<file path="src/rtl/hamming_sc_decoder.sv">
// Serial (15,11) Hamming single-error-correcting decoder.
// Codeword bits arrive LSB-first: the first accepted bit is position 1 and the last is position 15.
// The 11 corrected data bits are then streamed out serially from a separate shifter.
module hamming_sc_decoder (
    input  logic       CLK_IN,
    input  logic       REST,
    input  logic       DEVICE_EN,
    input  logic       SERIAL_IN,
    input  logic       IN_VALID,
    output logic       SERIAL_OUT,
    output logic       OUT_VALID,
    output logic [3:0] SYNDROME,
    output logic       ERR_CORRECTED,
    output logic [7:0] ERR_CNT
);

    typedef enum logic {
        ST_IDLE,
        ST_SHIFT
    } state_t;

    state_t      state;
    logic [3:0]  bit_cnt;
    // Position 15 is never stored; it is decoded straight from SERIAL_IN in the completing cycle.
    logic [13:0] cap_reg;
    logic [10:0] out_shift;
    logic [3:0]  out_cnt;

    logic        word_done;
    logic [14:0] full_word;
    logic [3:0]  syn;
    logic [10:0] data_raw;
    logic [10:0] data_word;

    // Codeword position carried by each data bit, in output order.
    function automatic logic [3:0] data_pos(input int unsigned j);
        logic [3:0] p;
        case (j)
            0:       p = 4'd3;
            1:       p = 4'd5;
            2:       p = 4'd6;
            3:       p = 4'd7;
            default: p = 4'(j + 5);
        endcase
        return p;
    endfunction

    // Decode the word being completed: syndrome, then correct and extract the data bits.
    always_comb begin
        word_done = DEVICE_EN && IN_VALID && (bit_cnt == 4'd14);
        full_word = {SERIAL_IN, cap_reg};
        syn       = '0;
        for (int unsigned i = 0; i < 15; i++) begin
            if (full_word[i]) begin
                syn = syn ^ 4'(i + 1);
            end
        end
        data_raw  = {full_word[14:8], full_word[6:4], full_word[2]};
        data_word = '0;
        for (int unsigned j = 0; j < 11; j++) begin
            data_word[j] = data_raw[j] ^ (syn == data_pos(j));
        end
    end

    // Receive side: capture accepted bits; disabling the device drops any partial word.
    always_ff @(posedge CLK_IN) begin
        if (!REST) begin
            bit_cnt <= '0;
            cap_reg <= '0;
        end else if (!DEVICE_EN) begin
            bit_cnt <= '0;
        end else if (IN_VALID) begin
            if (bit_cnt == 4'd14) begin
                bit_cnt <= '0;
            end else begin
                cap_reg[bit_cnt] <= SERIAL_IN;
                bit_cnt          <= bit_cnt + 4'd1;
            end
        end
    end

    // Output FSM: load status and shifter on word completion, then stream 11 bits.
    always_ff @(posedge CLK_IN) begin
        if (!REST) begin
            state         <= ST_IDLE;
            out_shift     <= '0;
            out_cnt       <= '0;
            OUT_VALID     <= 1'b0;
            SYNDROME      <= '0;
            ERR_CORRECTED <= 1'b0;
            ERR_CNT       <= '0;
        end else if (word_done) begin
            state         <= ST_SHIFT;
            out_shift     <= data_word;
            out_cnt       <= '0;
            OUT_VALID     <= 1'b1;
            SYNDROME      <= syn;
            ERR_CORRECTED <= (syn != '0);
            if ((syn != '0) && (ERR_CNT != 8'hFF)) begin
                ERR_CNT <= ERR_CNT + 8'd1;
            end
        end else begin
            case (state)
                ST_IDLE: begin
                    OUT_VALID <= 1'b0;
                    out_shift <= '0;
                end
                ST_SHIFT: begin
                    if (out_cnt == 4'd10) begin
                        state     <= ST_IDLE;
                        OUT_VALID <= 1'b0;
                        out_shift <= '0;
                        out_cnt   <= '0;
                    end else begin
                        out_shift <= out_shift >> 1;
                        out_cnt   <= out_cnt + 4'd1;
                    end
                end
                default: begin
                    state     <= ST_IDLE;
                    OUT_VALID <= 1'b0;
                end
            endcase
        end
    end

    // Current output bit is the shifter LSB; the shifter is cleared whenever idle.
    always_comb begin
        SERIAL_OUT = out_shift[0];
    end

endmodule

</file>
<file path="config.mk">
export PLATFORM = sky130hd
export DESIGN_NAME = hamming_sc_decoder
export DESIGN_NICKNAME = d
export VERILOG_FILES = /design/src/rtl/hamming_sc_decoder.sv
export SDC_FILE = /design/constraint.sdc
export NUM_CORES = 1
export LEC_CHECK = 0
export CAP_MARGIN = 20
export CORE_MARGIN = 2
export CORE_UTILIZATION = 36
export CTS_CLUSTER_SIZE = 30
export DETAILED_ROUTE_END_ITERATION = 7
export HOLD_SLACK_MARGIN = 0.08
export PLACE_DENSITY = 0.61
export REMOVE_ABC_BUFFERS = 1
export SYNTH_ARGS = -nofsm -noshare
export SYNTH_HDL_FRONTEND = slang
export SYNTH_SLANG_ARGS = --single-unit
export TNS_END_PERCENT = 20
</file>
<file path="constraint.sdc">
create_clock -name CLK_IN -period 6.2 [get_ports CLK_IN]
set_input_delay 1.55 -clock CLK_IN [delete_from_list [all_inputs] [get_ports CLK_IN]]
set_output_delay 1.55 -clock CLK_IN [all_outputs]
set_load 0.01 [all_outputs]
</file>
* Word level (Yosys, flattened, before mapping)
Index checks and enable logic that the tools add are counted.
** Storage, ports and cells
- Memory bits (read-only) :: 0
- Bits in latches :: 0
- Register bits :: 48
- Memories kept :: 0
- RAM bits :: 0
- Output and inout bits :: 15
** Cells by class
- Reduce and logical (&&, ||, !) cells :: 9
- Order comparisons :: 2
- Multipliers :: 0
- Shift operators :: 0
- Add/subtract/negate cells :: 3
- Equality and inequality tests :: 15
- Div/mod/pow operators :: 0
- Mux-type cells :: 29
- Bitwise operators :: 28
** Operator list (count)
- $mux W4 :: 10
- $eq A4 B4 Y1 const B :: 9
- $pmux W11 S2 :: 1
- $bwmux W14 :: 1
- $eq A4 B3 Y1 const B :: 3
- $mux W3 :: 4
- $not A2 Y2 :: 6
- $not A3 Y3 :: 4
- $mux W11 :: 1
- $xor A1 B1 Y1 :: 11
- $mux W10 :: 1
- $add A4 B1 Y4 const B :: 2
- $add A8 B1 Y8 const B :: 1
- $ne A8 B8 Y1 const B :: 1
- $mux W1 :: 7
- $lt A4 B5 Y1 const B :: 1
- $demux W1 S4 :: 1
- $eq A4 B2 Y1 const B :: 1
- $ge A4 B1 Y1 const B :: 1
- $logic_and A1 B1 Y1 :: 4
- $mux W2 :: 2
- $not A4 Y4 :: 1
- $reduce_and A2 Y1 :: 2
- $reduce_bool A4 Y1 :: 1
- 6 further kinds :: 10

* Depth between registers and ports, before layout
- Word-level depth :: 29
- Depth in mapped cells :: 8

* Worst setup path after synthesis
OpenSTA, ideal clock, no wires.
- Kind :: input to register
- From :: in IN_VALID
- To :: reg ERR_CNT[7]
- Arrival :: 3.292 ns
- Path slack :: 2.792 ns
- Cell stages on the path :: 6
- Required time :: 6.084 ns
- Cells stage by stage :: clkbuf_1 > nand2_1 > nor3_2 > o41ai_4 > or4_1 > o211a_1
** On the way
- Longest elaborated chain between the ends :: 3
** RTL lines
- start: declaration :: RTL line 9 : input logic IN_VALID,
- $logic_and A1 B1 Y1 (2 in a row) :: RTL line 50 : word_done = DEVICE_EN && IN_VALID && (bit_cnt == 4'd14);
- $reduce_and A2 Y1 (no source line)
- end signal: assignment :: RTL line 100 : ERR_CNT <= ERR_CNT + 8'd1;
- end: declaration :: RTL line 14 : output logic [7:0] ERR_CNT
Every way passes these cells.
A chain may end at the register's enable or synchronous reset.

* Worst setup path after layout
- From :: in SERIAL_IN
- To :: reg ERR_CNT[7]
** On the way
- Longest elaborated chain between the ends :: 4
** RTL lines
- start: declaration :: RTL line 8 : input logic SERIAL_IN,
- $mux W4 :: RTL line 54 : if (full_word[i]) begin
- $reduce_bool A4 Y1 :: RTL line 99 : if ((syn != '0) && (ERR_CNT != 8'hFF)) begin
- $logic_and A1 B1 Y1 :: RTL line 99
- $reduce_and A2 Y1 (no source line)
Every way passes these cells.

==> summary.md <==
| Metric | Value |
|---|---|
| Total grt overflow | `0` |
| CP peak stage delay | `0.78 ns` |
| Worst R2R Start | `cap_reg[13]$_SDFFE_PN0P_` |
| Register area share after synthesis | `39.5%` |
| First-pass GRT wire length | `8110 microns` |
| Arrival @ worst endpoint | `4.39 ns` |
| CORE AREA | `6420 sq um` |
| Post-CTS Hold Fix Bufs | `0` |
| Fin crit period | `4.20 ns` |
| Die Wd | `86.2 microns` |
| Post-CTS sizing | `0` |
| Outcome | `completed` |
| H-tree depth | `2` |
| Reg2reg path depth | `6` |
| Worst rel slew slack | `39.0%` |
| Max reg flops | `14` |
| Worst Setup SP | `SERIAL_IN` |
| Post-synth top area cell | `dfxtp_1` |
| Setup repair bufs after CTS | `0` |
| RSZ-0062 raised after global routing | `no` |
| Clk_skew | `0.00566 ns` |
| Final nets | `290` |
| Peak supply drop | `0.0000842 V` |
| Total number of cells along the worst setup path | `7` |
| ANT cells | `0` |
| Most Used Layer, Global Route | `met1` |
| IO buf count | `19` |
| Asr flop ratio synth | `0%` |
| Vias post-DR | `1876` |
| Top cells by area, synth | `dfxtp_1, xnor2_1, mux2i_1, nor2_1, nand2_1` |
| Worst Tran Pin Value | `0.913 ns` |
| Yosys cell types | `45` |
| TritonCTS clock tree | `built` |
| Crit-path slowest cell | `clkdlybuf4s50_1` |
| WP buf/inv | `1` |
| Synth top cells by count | `dfxtp_1, nor2_1, nand2_1` |
| DR vias/cell | `5.20` |
| Pwr dens | `190 nW/um^2` |
| Critical path type | `in2reg` |
| Largest net degree at the start of global routing | `24` |
| Critical Path RT | `6.39 ns` |
| Later-pin clock latency in the skew report | `0.29 ns` |
| Yosys warning total | `0` |
| Initial DRC count | `96` |
| Crit-path leading delay family | `XOR/XNOR gates` |
| Clk slew on worst S/H paths | `0.08 ns` |
| Fin util | `42.4%` |
| EDFF count, synth | `0` |
| DP Area | `2650 sq um` |
| Post-DRT Antenna Nets | `0` |
| Final WL | `4870 microns` |
| Most frequent cell after synthesis | `dfxtp_1` |
| GR Util met3 | `2.98%` |
| Final hold violation count | `0` |
| Antenna violations before repair | `0` |
| Setup crit end | `ERR_CNT[7]$_SDFFE_PN0P_` |
| Layout cell share with drive strength beyond 1 | `5.99%` |
| Setup-failing EPs final | `0` |
| Period utilization | `67.7%` |
| Avg Inst Size Synth | `8.93 sq um` |
| Critical-path cell list | `clkdlybuf4s50_1 -> xor2_4 -> xor2_2 -> xnor2_1 -> o41ai_4 -> or4_1 -> o211a_1` |
| Critical R2R Capture | `ERR_CNT[7]$_SDFFE_PN0P_` |
| Clock buffer depth | `2` |
| Root buffer cell | `clkbuf_8` |
| Maxcap violations | `0` |
| DRC viols | `0` |
| Initial core utilization | `37.8%` |
| Area Overhead vs Synth | `12.2%` |
| Die Height | `86.2 microns` |
| FP Rows | `29` |
| Worst hold path type | `reg2reg` |
| Dominant synthesized flop cell | `dfxtp_1` |
| Vias in the first global route | `1642` |
| Setup slack, reg-to-reg | `3.20 ns` |
| Gr usage total | `13.9%` |
| Post-Syn Instances | `272` |
| Post-DR wirelength/cell | `13.5 microns` |
| Die ar. | `7420 sq um` |
| GPL Wtd Cong | `0.805` |
| Design Area, Final | `2730 sq um` |
| Hpwl dp | `3560 microns` |
| Startpoint types | `input pin` |
| I/O pins | `20` |
| Fillcell total | `629` |
| CP endpoint kind | `flop` |
| Synthesized flop and latch total | `48` |
| CTS sink count | `48` |
| First-pass DRT Iterations | `4` |
| P_leak | `0.000908 uW` |
| Setup TNS | `0 ns` |
| Crit Path Max Fanout | `17` |
| Met2 usage | `20.2%` |
| Top cell type's share of synthesized area | `39.5%` |
| Mapped cell area | `2430 sq um` |
| Routing usage on met1 | `20.2%` |
| FMAX | `238 MHz` |
| Num CTS Buffers | `5` |
| Slew Limit Fails | `0` |
==> worst min-delay path by stage <==
stage	start	endpoint	cells after the start
global route	out_shift[7]$_SDFF_PN0_	out_shift[6]$_SDFF_PN0_	2
detailed placement	out_shift[3]$_SDFF_PN0_	out_shift[2]$_SDFF_PN0_	2
CTS	out_shift[2]$_SDFF_PN0_	out_shift[1]$_SDFF_PN0_	2
floorplan	out_shift[1]$_SDFF_PN0_	out_shift[0]$_SDFF_PN0_	2
global placement	out_shift[4]$_SDFF_PN0_	out_shift[3]$_SDFF_PN0_	2
finish	out_shift[4]$_SDFF_PN0_	out_shift[3]$_SDFF_PN0_	2
==> layout by cell type, fill, tap and decap left out, drive strengths merged, types with 3 or more instances in the layout <==
cell type       n
nand4           6
nor2           32
dfxtp          48
nor4            8
and3            3
o21ai          17
clkbuf          6
xnor2          18
xor2           15
clkdlybuf4s50  19
mux2i          14
o31ai           3
a21oi          10
nor3            7
nor2b           4
nand3           8
or4             3
a211oi          4
nand2b          3
nand2          30
==> kinds of logic (layout without fill, tap and decap cells) <==
family | count (synthesis) | in the layout | synth area share (%)
buffers and inverters | 16 | 28 | 3.14
AND/OR/NAND/NOR | 110 | 110 | 21.9
flip-flops | 48 | 48 | 39.5
AO/OA/AOI/OAI | 47 | 47 | 13.2
adder cells (fa/ha/maj) | 1 | 1 | 0.515
multiplexers | 15 | 15 | 6.23
XOR/XNOR | 35 | 35 | 15.4
==> worst min-delay path: cells and delay by family (launching register included) <==
kind | cells | cell delay, ns
flip-flops | 1 | 0.31
AO/OA/AOI/OAI | 1 | 0.05
AND/OR/NAND/NOR | 1 | 0.04
==> layout make-up <==
type,count,area [sq um],area share (%)
Inverter,2,7.51,0.275
Clock buffer,6,72.6,2.66
Multi-Input combinational cell,208,1390,51.1
Clock inverter,1,5.00,0.184
Sequential cell,48,961,35.3
Tap cell,77,96.3,3.54
Timing Repair Buffer,19,190,6.98
==> report_power, final <==
part	total [uW]	switching, uW	internal (uW)
clock	175	97.7	76.9
combinational	32.7	22.1	10.6
sequential	310	1.21	309
==> routing by layer <==
layer	wire, microns	vias to the layer above
met3	141	7
met5	0	-
met2	2140	23
li1	-	976
met4	68	0
met1	2510	870
==> stage by stage <==
stage	power [uW]	hold slack (ns)	std cells	worst slack, ns
2_1_floorplan	338	0.401	258	2.86
3_3_place_gp	349	0.411	354	1.76
3_5_place_dp	350	0.414	354	1.71
4_1_cts	524	0.438	361	2.03
5_1_grt	541	0.458	361	1.82
6_report	517	0.431	361	2.00
No activity file was read; power rests on OpenSTA's default activity.
